==> src/rtl/matmul_sched_pkg.sv <==
// Shared types for the tiled GEMM scheduler.
// State encoding and tile coordinate bundle.
package matmul_sched_pkg;

  localparam int unsigned TILE_W_DEF = 8;

  typedef enum logic [2:0] {
    S_IDLE,
    S_REQ,
    S_ISSUE,
    S_WAIT,
    S_WB,
    S_DONE
  } state_e;

  typedef logic [TILE_W_DEF-1:0] tile_idx_t;

  typedef struct packed {
    tile_idx_t m;
    tile_idx_t n;
    tile_idx_t k;
  } tile_coord_t;

endpackage

==> src/rtl/matmul_tile_scheduler_counter.sv <==
// Nested k/n/m tile index counters.
// k is innermost; n wraps into m.
module tile_index_counter
  import matmul_sched_pkg::*;
#(
  parameter int unsigned TILE_W = TILE_W_DEF
) (
  input  logic              clk_i,
  input  logic              rst_ni,
  input  logic              clear_i,
  input  logic              step_k_i,
  input  logic              step_mn_i,
  input  logic              reset_k_i,
  input  logic [TILE_W-1:0] m_tiles_i,
  input  logic [TILE_W-1:0] n_tiles_i,
  input  logic [TILE_W-1:0] k_tiles_i,
  output logic [TILE_W-1:0] m_o,
  output logic [TILE_W-1:0] n_o,
  output logic [TILE_W-1:0] k_o,
  output logic              last_k_o,
  output logic              last_tile_o
);

  logic [TILE_W-1:0] m_q, m_d;
  logic [TILE_W-1:0] n_q, n_d;
  logic [TILE_W-1:0] k_q, k_d;
  logic              last_n;
  logic              last_m;

  assign last_k_o    = (k_q == k_tiles_i - TILE_W'(1));
  assign last_n      = (n_q == n_tiles_i - TILE_W'(1));
  assign last_m      = (m_q == m_tiles_i - TILE_W'(1));
  assign last_tile_o = last_n && last_m;

  assign m_o = m_q;
  assign n_o = n_q;
  assign k_o = k_q;

  always_comb begin
    m_d = m_q;
    n_d = n_q;
    k_d = k_q;
    if (clear_i) begin
      m_d = '0;
      n_d = '0;
      k_d = '0;
    end else begin
      if (step_k_i) k_d = k_q + TILE_W'(1);
      if (reset_k_i) k_d = '0;
      if (step_mn_i) begin
        if (last_n) begin
          n_d = '0;
          m_d = m_q + TILE_W'(1);
        end else begin
          n_d = n_q + TILE_W'(1);
        end
      end
    end
  end

  always_ff @(posedge clk_i or negedge rst_ni) begin
    if (!rst_ni) begin
      m_q <= '0;
      n_q <= '0;
      k_q <= '0;
    end else begin
      m_q <= m_d;
      n_q <= n_d;
      k_q <= k_d;
    end
  end

endmodule

==> src/rtl/matmul_tile_scheduler.sv <==
// Tiled GEMM sequencer around one MAC array.
// acc_q holds bias/zero before k=0 and the partial sum after.
module matmul_tile_scheduler
  import matmul_sched_pkg::*;
#(
  parameter int unsigned M      = 2,
  parameter int unsigned N      = 2,
  parameter int unsigned P      = 8,
  parameter int unsigned TILE_W = TILE_W_DEF
) (
  input  logic                                clk_i,
  input  logic                                rst_ni,
  input  logic                                start_i,
  input  logic [TILE_W-1:0]                   cfg_m_tiles_i,
  input  logic [TILE_W-1:0]                   cfg_n_tiles_i,
  input  logic [TILE_W-1:0]                   cfg_k_tiles_i,
  input  logic                                bias_en_i,
  input  logic signed [M-1:0][N-1:0][4*P-1:0] bias_i,
  output logic                                busy_o,
  output logic                                done_o,
  output logic                                req_valid_o,
  input  logic                                req_ready_i,
  output logic [TILE_W-1:0]                   req_m_o,
  output logic [TILE_W-1:0]                   req_n_o,
  output logic [TILE_W-1:0]                   req_k_o,
  input  logic                                opnd_valid_i,
  output logic                                opnd_ready_o,
  output logic                                mac_valid_o,
  input  logic                                mac_ready_i,
  output logic signed [M-1:0][N-1:0][4*P-1:0] mac_c_o,
  input  logic                                mac_valid_i,
  output logic                                mac_ready_o,
  input  logic signed [M-1:0][N-1:0][4*P-1:0] mac_d_i,
  output logic                                wb_valid_o,
  input  logic                                wb_ready_i,
  output logic [TILE_W-1:0]                   wb_m_o,
  output logic [TILE_W-1:0]                   wb_n_o,
  output logic signed [M-1:0][N-1:0][4*P-1:0] wb_data_o
);

  state_e state_q, state_d;

  logic signed [M-1:0][N-1:0][4*P-1:0] acc_q, acc_d;

  logic [TILE_W-1:0] cfg_m_q, cfg_m_d;
  logic [TILE_W-1:0] cfg_n_q, cfg_n_d;
  logic [TILE_W-1:0] cfg_k_q, cfg_k_d;
  logic              bias_en_q, bias_en_d;

  logic              clear, step_k, step_mn, reset_k;
  logic [TILE_W-1:0] idx_m, idx_n, idx_k;
  logic              last_k, last_tile;
  logic              cfg_zero;

  tile_index_counter #(
    .TILE_W (TILE_W)
  ) u_cnt (
    .clk_i       (clk_i),
    .rst_ni      (rst_ni),
    .clear_i     (clear),
    .step_k_i    (step_k),
    .step_mn_i   (step_mn),
    .reset_k_i   (reset_k),
    .m_tiles_i   (cfg_m_q),
    .n_tiles_i   (cfg_n_q),
    .k_tiles_i   (cfg_k_q),
    .m_o         (idx_m),
    .n_o         (idx_n),
    .k_o         (idx_k),
    .last_k_o    (last_k),
    .last_tile_o (last_tile)
  );

  assign cfg_zero = (cfg_m_q == '0) || (cfg_n_q == '0)
                 || (cfg_k_q == '0);

  always_comb begin
    state_d      = state_q;
    acc_d        = acc_q;
    cfg_m_d      = cfg_m_q;
    cfg_n_d      = cfg_n_q;
    cfg_k_d      = cfg_k_q;
    bias_en_d    = bias_en_q;
    clear        = 1'b0;
    step_k       = 1'b0;
    step_mn      = 1'b0;
    reset_k      = 1'b0;
    busy_o       = 1'b0;
    done_o       = 1'b0;
    req_valid_o  = 1'b0;
    req_m_o      = '0;
    req_n_o      = '0;
    req_k_o      = '0;
    opnd_ready_o = 1'b0;
    mac_valid_o  = 1'b0;
    mac_c_o      = '0;
    mac_ready_o  = 1'b0;
    wb_valid_o   = 1'b0;
    wb_m_o       = '0;
    wb_n_o       = '0;
    wb_data_o    = '0;
    unique case (state_q)
      S_IDLE: begin
        if (start_i) begin
          cfg_m_d   = cfg_m_tiles_i;
          cfg_n_d   = cfg_n_tiles_i;
          cfg_k_d   = cfg_k_tiles_i;
          bias_en_d = bias_en_i;
          clear     = 1'b1;
          state_d   = S_REQ;
        end
      end
      S_REQ: begin
        busy_o = 1'b1;
        if (cfg_zero) begin
          state_d = S_DONE;
        end else begin
          req_valid_o = 1'b1;
          req_m_o     = idx_m;
          req_n_o     = idx_n;
          req_k_o     = idx_k;
          if (req_ready_i) begin
            state_d = S_ISSUE;
            // Preload C for the first k-tile so it is frozen through ISSUE
            if (idx_k == '0) acc_d = bias_en_q ? bias_i : '0;
          end
        end
      end
      S_ISSUE: begin
        busy_o       = 1'b1;
        mac_valid_o  = opnd_valid_i;
        opnd_ready_o = mac_ready_i;
        mac_c_o      = acc_q;
        if (opnd_valid_i && mac_ready_i) state_d = S_WAIT;
      end
      S_WAIT: begin
        busy_o      = 1'b1;
        mac_ready_o = 1'b1;
        if (mac_valid_i) begin
          acc_d = mac_d_i;
          if (last_k) begin
            state_d = S_WB;
          end else begin
            step_k  = 1'b1;
            state_d = S_REQ;
          end
        end
      end
      S_WB: begin
        busy_o     = 1'b1;
        wb_valid_o = 1'b1;
        wb_m_o     = idx_m;
        wb_n_o     = idx_n;
        wb_data_o  = acc_q;
        if (wb_ready_i) begin
          step_mn = 1'b1;
          reset_k = 1'b1;
          state_d = last_tile ? S_DONE : S_REQ;
        end
      end
      S_DONE: begin
        done_o  = 1'b1;
        state_d = S_IDLE;
      end
      default: state_d = S_IDLE;
    endcase
  end

  always_ff @(posedge clk_i or negedge rst_ni) begin
    if (!rst_ni) begin
      state_q   <= S_IDLE;
      acc_q     <= '0;
      cfg_m_q   <= '0;
      cfg_n_q   <= '0;
      cfg_k_q   <= '0;
      bias_en_q <= 1'b0;
    end else begin
      state_q   <= state_d;
      acc_q     <= acc_d;
      cfg_m_q   <= cfg_m_d;
      cfg_n_q   <= cfg_n_d;
      cfg_k_q   <= cfg_k_d;
      bias_en_q <= bias_en_d;
    end
  end

endmodule

==> config.mk <==
export PLATFORM = sky130hd
export DESIGN_NAME = matmul_tile_scheduler
export DESIGN_NICKNAME = d
export VERILOG_FILES = /design/src/rtl/matmul_sched_pkg.sv /design/src/rtl/matmul_tile_scheduler_counter.sv /design/src/rtl/matmul_tile_scheduler.sv
export SDC_FILE = /design/constraint.sdc
export NUM_CORES = 1
export LEC_CHECK = 0
export CAP_MARGIN = 20
export CELL_PAD_IN_SITES_DETAIL_PLACEMENT = 1
export CELL_PAD_IN_SITES_GLOBAL_PLACEMENT = 1
export CORE_AREA = 5 5 228 230
export DETAILED_ROUTE_END_ITERATION = 16
export DIE_AREA = 0 0 233 235
export HOLD_SLACK_MARGIN = 0.05
export PLACE_DENSITY_LB_ADDON = 0.3
export SLEW_MARGIN = 20
export SYNTH_ARGS = -nofsm -noshare
export SYNTH_HDL_FRONTEND = slang
export SYNTH_SLANG_ARGS = --single-unit
==> constraint.sdc <==
create_clock -name clk_i -period 3.8 [get_ports clk_i]
set_input_delay 0.76 -clock clk_i [delete_from_list [all_inputs] [get_ports clk_i]]
set_output_delay 0.76 -clock clk_i [all_outputs]
set_load 0.01 [all_outputs]
# Yosys cells after proc, flatten, opt, wreduce, memory -nomap -nowiden

Cells that the tools add are included.

Add/subtract/negate cells: 6
Reductions and logical operators: 18
Multiplexer cells: 49
Equality and inequality tests: 16

Operators with widths:

| kind                                              | number |
|---|---|
| 2-to-1 mux 128 bit                                | 7 |
| one-hot mux 128 bit (2 select lines)              | 1 |
| 2-to-1 mux 8 bit                                  | 17 |
| logical NOT 8 bit                                 | 4 |
| adder 8 x 1 -> 8 bit (second input constant)      | 3 |
| == test 8 bit                                     | 3 |
| 2-to-1 mux 3 bit                                  | 8 |
| subtractor 8 x 1 -> 8 bit (second input constant) | 3 |
| 2-to-1 mux 1 bit                                  | 15 |
| one-hot mux 3 bit (5 select lines)                | 1 |
| inequality test 2 bit (second input constant)     | 7 |
| AND reduction 5 bit                               | 2 |
| == test 3 x 2 -> 1 bit (second input constant)    | 2 |
| == test 3 bit (second input constant)             | 2 |
| nonzero test 2 bit                                | 3 |
| AND reduction 2 bit                               | 2 |
| OR reduction 4 bit                                | 1 |
| == test 3 x 1 -> 1 bit (second input constant)    | 1 |
| logical NOT 3 bit                                 | 1 |
| inequality test 3 bit (second input constant)     | 1 |
| nonzero test 3 bit                                | 1 |
| logical AND 1 bit                                 | 2 |
| logical OR 1 bit                                  | 2 |

Output and inout port bits: 303
Bits of input ports: 289
Word-level logic and storage cells: 101
Register bits after elaboration: 180

# Logic depth before layout (Yosys ltp)

Gate-level depths: netlist of the first run.

Depth after elaboration: 8
Mapped depth: 12
Depth with buffers taken out: 9

# By module

From an unflattened synthesis of the first run, not the netlist that was laid out.

Cells, all modules: 1414
Area total of the unflattened synthesis: 12565.8 um2

By module, submodules not included:

| module                | cells an instance | instances | area an instance (um2) | sequential area each (um2) |
|---|---|---|---|---|
| matmul_tile_scheduler | 1168              | 1         | 10458.8                | 3903.7 |
| tile_index_counter    | 246               | 1         | 2107.0                 | 600.6 |

# Worst setup path before layout of the first run

Ideal clock, no wire load.

Path kind: register -> output
From: register cfg_k_q[0]
To: output port req_m_o[0]
Stages on the path, launching flop included: 9
Arrival time: 2.274 ns
Slack: 0.766 ns
Data required time: 3.040 ns
Buffers on the path: 1
Path through: dfrtp_1 -> inv_1 -> ha_1 -> nor3b_1 -> a22o_1 -> or2_2 -> nor4_1 -> clkbuf_1 -> and2_1

Word-level cells in the longest chain between the ends: 4

RTL lines:

| what                     | RTL line                     | source |
|---|---|---|
| start: declaration       | matmul_tile_scheduler.sv:47  | `logic [TILE_W-1:0] cfg_k_q, cfg_k_d;` |
| start signal: assignment | matmul_tile_scheduler.sv:182 | `cfg_k_q <= cfg_k_d;` |
| logical NOT 8 bit        | matmul_tile_scheduler.sv:75  | `\|\| (cfg_k_q == '0);` |
| logical OR 1 bit         | matmul_tile_scheduler.sv:75  |  |
| 2-to-1 mux 8 bit         | matmul_tile_scheduler.sv:115 | `if (cfg_zero) begin` |
| 2-to-1 mux 8 bit         | matmul_tile_scheduler.sv:102 | `unique case (state_q)` |
| end: declaration         | matmul_tile_scheduler.sv:23  | `output logic [TILE_W-1:0] req_m_o,` |

Every way passes these cells.

==> reports/results.tsv, run 1 <==
stage	metric	value	unit
layout	final_util	37.83	%
layout	layout-drive-gt1-share	4.990	%
route	wl_met3	4310	um
synthesis	syn_inst	1416	
global_routing	grt_pass1_wl	86660	um
setup_path	end_kind	output pin	
synthesis	synth_area	11520	um^2
die	coreArea	49660	um^2
clocking	cts_max_path_buffers	2	
pwr	worst_ir_drop_vdd	0.0004581	V
clocking	ctsHoldBuffers	0	
route	wire_per_inst	22.43	um
sta	worst_hold_slack	349.6	ps
global_routing	grt_usage	21.08	%
sta	clock_skew	10.52	ps
sta	maxSlewHeadroom	40.71	%
sta	slew_viol_final	0	
placement	io_buffer_count	591	
placement	place.gp.congestion	0.8236	
sta	setup_viol	0	
sta	hold_viol	0	
sta	tns	0	ps
placement	place_area	18030	um^2
route	drt-met1-wl	22880	um
global_routing	grt_pass1_vias	13120	
route	drc	0	
route	wl	58770	um
setup_path	crit_path_start_kind	register	
clocking	cts_tree	done	
synthesis	synthesis.nets	1715	
setup_path	required	3040	ps
route	drt_pass1_iterations	4	
route	viasPerCell	4.677	
sta	fin_crit	3609	ps
die	start_util	23.20	%
synthesis	synth-main-ff-cell	dfrtp_1	
clocking	cts.sinks	180	
pwr	p_per_area	549.9	nW/um^2
die	die_y	235	um
flow_run	cap_viol_max_count	0	
sta	period_share	94.98	%
layout	num-nets-final	2230	
route	ant_nets	0	
layout	fill_cells	5859	
setup_path	cp_max_fo	86	
synthesis	synth_cell_type_count	61	
placement	dp_hpwl	44880	um
global_routing	grt_max_degree	177	
setup_path	r2r_cells	10	
clocking	clk_latency	490	ps
global_routing	antenna_found_initial	11	
run_status	status	finished clean	
layout	final_area	18780	um^2
synthesis	async_flop_share	100.0	%
route	drt-initial-drc-count	585	
setup_path	reg2reg_setup_slack	660	ps
synthesis	syn_area_per_cell	8.135	um^2
synthesis	synth-seq-cells	180	
layout	area_growth	63.06	%
die	die_area	54760	um^2
setup_path	critPathArrivalTime	2850	ps
pwr	p_leak	8.313	nW
clocking	clkTransAtPathRegs	70	ps
global_routing	grt.overflow.total	0	
clocking	cts_buffers	17	
synthesis	ys_seq_area_share	39.10	%
route	vias	12250	
clocking	htreeDepth	4	
sta	grt_setup_unrepaired	no	
clocking	cts_root_buf	clkbuf_16	
die	row_count	82	
synthesis	synth_edf_count	0	
min_path	hold_class	in2async	
route	routed.top_layer	met5	
sta	max_freq	277.1	MHz
die	die_w	233	um
synthesis	synth_warnings	0	
sta	worstMarginPinSlew	889.3	ps
setup_path	r2r_end	u_cnt.k_o[3]$_DFFE_PN0P_	
pwr	p_total	0.01033	W
route	met2_length	29710	um
setup_path	crit_type	reg2out	
die	pin_count	592	
setup_path	r2r-start	state_q[0]$_DFFE_PN0P_	
-- sequential cells by signal (all words and copies together), names as in the netlist --
name       flops
u_cnt.n_o      8
u_cnt.k_o      8
cfg_k_q        8
state_q        3
bias_en_q      1
cfg_n_q        8
u_cnt.m_o      8
cfg_m_q        8
acc_q        128
-- worst max-delay path by stage --
stage,start,endpoint
5_1_grt,state_q[1]$_DFFE_PN0P_,mac_c_o[10]
3_5_place_dp,cfg_k_q[0]$_DFFE_PN0P_,req_m_o[7]
3_3_place_gp,cfg_k_q[0]$_DFFE_PN0P_,req_k_o[3]
2_1_floorplan,cfg_k_q[0]$_DFFE_PN0P_,req_m_o[0]
4_1_cts,cfg_k_q[0]$_DFFE_PN0P_,req_k_o[1]
6_report,state_q[1]$_DFFE_PN0P_,mac_c_o[91]
-- critical path, cell delays in order (launching register included) --
cell,delay (ps)
dfrtp_1,730
nand2b_1,220
nor2_4,160
buf_12,250
and2_1,240
clkdlybuf4s50_1,630
-- power breakdown --
group / internal (W) / total [W] / switching, W / leakage [nW]
clock network: 0.00105 / 0.00190 / 0.000847 / 0.282
registers: 0.00259 / 0.00343 / 0.000839 / 2.34
logic: 0.00206 / 0.00499 / 0.00293 / 5.69
total: 0.00571 / 0.0103 / 0.00462 / 8.31
-- layer usage --
metal | GRT usage (%) | vias up
met5 | 0 | -
met2 | 36.88 | 381
met4 | 7.358 | 10
li1 | - | 5816
met3 | 7.449 | 78
met1 | 23.70 | 5968
-- cells by family after synthesis --
group                    synth area share [%]
buffers and inverters                   5.018
XOR/XNOR                                2.281
flip-flops                              39.10
adder cells (fa/ha/maj)                 1.086
AND/OR/NAND/NOR                         34.39
multiplexers                            2.835
AO/OA/AOI/OAI                           15.29
-- through the flow --
stage	cells	setup slack [ps]
5_1_grt	2617	11.19
4_1_cts	2614	-36.84
3_3_place_gp	2576	547.9
6_report	2620	190.8
2_1_floorplan	1416	765.6
3_5_place_dp	2576	413.4
-- timing repair --
item                                    4_1_cts  5_1_grt
gates resized for setup                       8       26
cloned                                        2        0
endpoints found under the setup margin       25       23
setup buffers                                 4        2
-- cell type report --
| class | instances | area [um^2] | area share (%) |
|---|---|---|---|
| timing repair buffer | 619 | 6271 | 33.38 |
| sequential | 180 | 4508 | 24.00 |
| clock inverter | 7 | 95.09 | 0.5062 |
| tap | 672 | 840.8 | 4.476 |
| multi-input combinational | 1099 | 6499 | 34.60 |
| clock buffer | 25 | 505.5 | 2.691 |
| inverter | 14 | 55.05 | 0.2931 |
| antenna | 4 | 10.01 | 0.05329 |
-- placed cells by master (no fill, tap or decap), types with 6 or more instances in the layout --
| cell type | Yosys | final |
|---|---|---|
| mux2_2 | 21 | 21 |
| nor2_1 | 19 | 17 |
| nand2_1 | 164 | 162 |
| and3_1 | 136 | 136 |
| buf_4 | 0 | 19 |
| ha_1 | 10 | 10 |
| clkdlybuf4s50_1 | 0 | 565 |
| mux2i_1 | 9 | 9 |
| nor2b_1 | 6 | 6 |
| nand2b_1 | 9 | 9 |
| o21ai_0 | 152 | 152 |
| clkbuf_16 | 0 | 17 |
| xor2_1 | 14 | 14 |
| nor3b_1 | 6 | 6 |
| dfrtp_1 | 180 | 179 |
| dlymetal6s2s_1 | 0 | 22 |
| clkbuf_8 | 1 | 6 |
| a21oi_1 | 140 | 140 |
| nor3_1 | 11 | 11 |
| inv_1 | 13 | 13 |
| and2_1 | 303 | 303 |
| nand3_1 | 12 | 12 |
| buf_12 | 0 | 6 |
| o211ai_1 | 7 | 7 |
| xnor2_1 | 16 | 16 |
-- Yosys cell counts, types with 3 or more instances --
library cell / count / area, um^2
and2_1: 303 / 1896
dfrtp_1: 180 / 4504
nand2_1: 164 / 615.6
o21ai_0: 152 / 760.7
a21oi_1: 140 / 700.7
and3_1: 136 / 850.8
clkbuf_1: 111 / 416.7
mux2_2: 21 / 236.5
nor2_1: 19 / 71.32
xnor2_1: 16 / 140.1
xor2_1: 14 / 122.6
inv_1: 13 / 48.80
nand3_1: 12 / 60.06
nor3_1: 11 / 55.05
ha_1: 10 / 125.1
mux2i_1: 9 / 90.09
nand2b_1: 9 / 56.30
buf_2: 8 / 40.04
o211ai_1: 7 / 52.55
nor2b_1: 6 / 37.54
nor3b_1: 6 / 45.04
nor4_1: 6 / 37.54
a21o_1: 5 / 37.54
o31ai_1: 5 / 37.54
or3_1: 5 / 31.28
nor4b_1: 4 / 35.03
o2111ai_1: 3 / 26.28
(Power assumes the default switching activity.)
==> run 2: changes to the inputs <==
- CELL_PAD_IN_SITES_DETAIL_PLACEMENT: 1 -> 0
==> reports/results.tsv, run 2 (synthesized netlist as in run 1, its figures left out) <==
stage	metric	value	unit	change
run_status	status	finished clean		unchanged
clocking	cts_tree	done		unchanged
sta	period_share	96.31	%	was 94.98%
die	die_area	54760	um^2	unchanged
route	drc	0		unchanged
layout	regMostFlops	acc_q		unchanged
clocking	clk_latency	480	ps	was 490 ps
min_path	hold_class	in2async		unchanged
route	wire_per_inst	21.19	um	was 22.43 um
route	wl	55510	um	was 58770 um
setup_path	end_kind	output pin		unchanged
setup_path	worst-path-buf-inv	4		was 2
layout	ff_latch_area	4509	um^2	was 4508 um^2
setup_path	path_depth	9		was 5
die	coreArea	49660	um^2	unchanged
setup_path	crit_path_cell_trace	inv_1 -> ha_1 -> nor3b_1 -> a22o_1 -> or2_2 -> nor4_4 -> buf_4 -> buf_6 -> clkdlybuf4s50_1		was nand2b_1 -> nor2_4 -> buf_12 -> and2_1 -> clkdlybuf4s50_1
placement	io_buffer_count	591		unchanged
die	row_count	82		unchanged
setup_path	reg2reg_setup_slack	640	ps	was 660 ps
clocking	htreeDepth	4		unchanged
setup_path	cp_slowest_stage_delay	540	ps	was 730 ps
setup_path	r2r_end	u_cnt.k_o[3]$_DFFE_PN0P_		unchanged
layout	num-nets-final	2228		was 2230
layout	layout_commonest_cell	clkdlybuf4s50_1		unchanged
global_routing	grt_usage	19.90	%	was 21.08%
placement	place_inst	2576		unchanged
clocking	cts_max_path_buffers	2		unchanged
layout	area_growth	62.69	%	was 63.06%
sta	tns	0	ps	unchanged
sta	hold_viol	0		unchanged
layout	layout-drive-gt1-share	4.943	%	was 4.990%
sta	worstMarginPinSlew	902.9	ps	was 889.3 ps
sta	maxSlewHeadroom	39.81	%	was 40.71%
route	vias	11860		was 12250
clocking	cts_root_buf	clkbuf_16		unchanged
setup_path	crit_type	reg2out		unchanged
placement	dp_hpwl	42460	um	was 44880 um
clocking	clkTransAtPathRegs	80	ps	was 70 ps
die	start_util	23.20	%	unchanged
layout	layout_common_cells	566 x clkdlybuf4s50_1, 303 x and2_1, 178 x dfrtp_1, 162 x nand2_1, 152 x o21ai_0		was 565 x clkdlybuf4s50_1, 303 x and2_1, 179 x dfrtp_1, 162 x nand2_1, 152 x o21ai_0
die	die_y	235	um	unchanged
setup_path	r2r-start	state_q[0]$_DFFE_PN0P_		unchanged
layout	largest_register_ff_count	128		unchanged
sta	clock_skew	12.02	ps	was 10.52 ps
global_routing	antenna_found_initial	11		unchanged
pwr	worst_ir_drop_vdd	0.0003844	V	was 0.0004581 V
route	viasPerCell	4.527		was 4.677
route	drt-initial-drc-count	583		was 585
setup_path	path_delay_family	buffers and inverters		unchanged
die	die_w	233	um	unchanged
sta	setup_viol	0		unchanged
sta	slew_viol_final	0		unchanged
setup_path	cp_max_fo	6		was 86
setup_path	crit_slowest_cell	clkdlybuf4s50_1		was dfrtp_1
layout	multiInputGateArea	6490	um^2	was 6499 um^2
route	drt_pass1_iterations	4		unchanged
pwr	p_leak	8.191	nW	was 8.313 nW
layout	fill_cells	5174		was 5859
global_routing	grt_max_degree	177		unchanged
setup_path	r2r_cells	10		unchanged
clocking	cts.sinks	180		unchanged
die	pin_count	592		unchanged
flow_run	cap_viol_max_count	0		unchanged
placement	place.gp.congestion	0.8236		unchanged
sta	max_freq	273.2	MHz	was 277.1 MHz
sta	fin_crit	3660	ps	was 3609 ps
clocking	ctsHoldBuffers	0		unchanged
clocking	cts_buffers	17		unchanged
sta	grt_setup_unrepaired	no		unchanged
pwr	p_per_area	543.5	nW/um^2	was 549.9 nW/um^2
layout	final-instance-count-excl-fill	2620		unchanged
global_routing	grt_pass1_wl	81100	um	was 86660 um
route	ant_nets	0		unchanged
setup_path	critPathArrivalTime	2900	ps	was 2850 ps
global_routing	grt_pass1_vias	12010		was 13120
global_routing	grt.overflow.total	0		unchanged
setup_path	required	3040	ps	about the same
setup_path	crit_path_start_kind	register		unchanged
## run 2: cell types whose count changed in the layout (fill, tap and decap cells not counted), moves of 3 or more
| cell | previous run | this run |
|---|---|---|
| clkbuf_8 | 6 | 3 |
| dlymetal6s2s_1 | 22 | 13 |
| dlygate4sd2_1 | 3 | 11 |
| clkinv_4 | 0 | 4 |
## run 2: cell type report
cell class | instances | area share (%)
multi-input cells | 1099 | 34.63
repair buffers | 617 | 33.19
flip-flops and latches | 180 | 24.06
well taps | 672 | 4.486
clock buffers | 20 | 2.437
clock inverters | 12 | 0.8278
inverters | 14 | 0.2937
diodes | 6 | 0.08011
## run 2: per-layer routing
| metal | vias up | track usage [%] | routed length (um) | part of all wire, % |
|---|---|---|---|---|
| li1 | 5818 | - | - | - |
| met1 | 5591 | 22.95 | 22090 | 40 |
| met2 | 378 | 34.38 | 27850 | 50 |
| met3 | 68 | 6.471 | 3981 | 7.2 |
| met4 | 6 | 7.268 | 1561 | 2.8 |
| met5 | - | 0 | 32 | 0.058 |
## run 2: repair_timing
| item | in CTS | in global routing |
|---|---|---|
| setup buffers | 4 | 0 |
| endpoints found under the setup margin | 24 | 14 |
| endpoints found under the hold margin | 0 | 0 |
| gates cloned | 2 | 0 |
| resized for setup | 17 | 14 |
## run 2: worst max path at each step
| stage | startpoint | to |
|---|---|---|
| 2_1_floorplan | cfg_k_q[0]$_DFFE_PN0P_ | req_m_o[0] |
| 3_3_place_gp | cfg_k_q[0]$_DFFE_PN0P_ | req_k_o[3] |
| 3_5_place_dp | cfg_k_q[0]$_DFFE_PN0P_ | req_k_o[0] |
| 4_1_cts | cfg_k_q[0]$_DFFE_PN0P_ | req_k_o[0] |
| 5_1_grt | cfg_m_q[0]$_DFFE_PN0P_ | req_valid_o |
| 6_report | cfg_k_q[0]$_DFFE_PN0P_ | req_valid_o |
## run 2: through the flow
stage	power (W)	worst slack [ps]	cell area (um^2)	utilization [%]	hold WS [ps]
after detailed placement	0.008293	425.9	18030	36.31	481.0
after floorplan	0.006170	765.6	11520	-	455.2
after CTS	0.01039	44.03	18690	37.64	327.6
after global routing	0.01107	7.402	18740	37.73	379.4
after global placement	0.008188	547.9	18030	36.31	467.5
final	0.01019	140.1	18740	37.74	349.6
## run 2: power by group
group	switching, W	internal, W	leakage (nW)	total [W]
Clock	0.000846	0.00107	0.296	0.00191
Sequential	0.000824	0.00260	2.34	0.00342
Combinational	0.00282	0.00203	5.56	0.00485
Total	0.00449	0.00570	8.19	0.0102
## run 2: worst reg2reg max path, delay by kind of cell (launching register included)
family          cells  cell delay [ps]
simple gates        4             1120
mux                 1              110
compound gates      2              400
flops               1              600
buf+inv             3              830
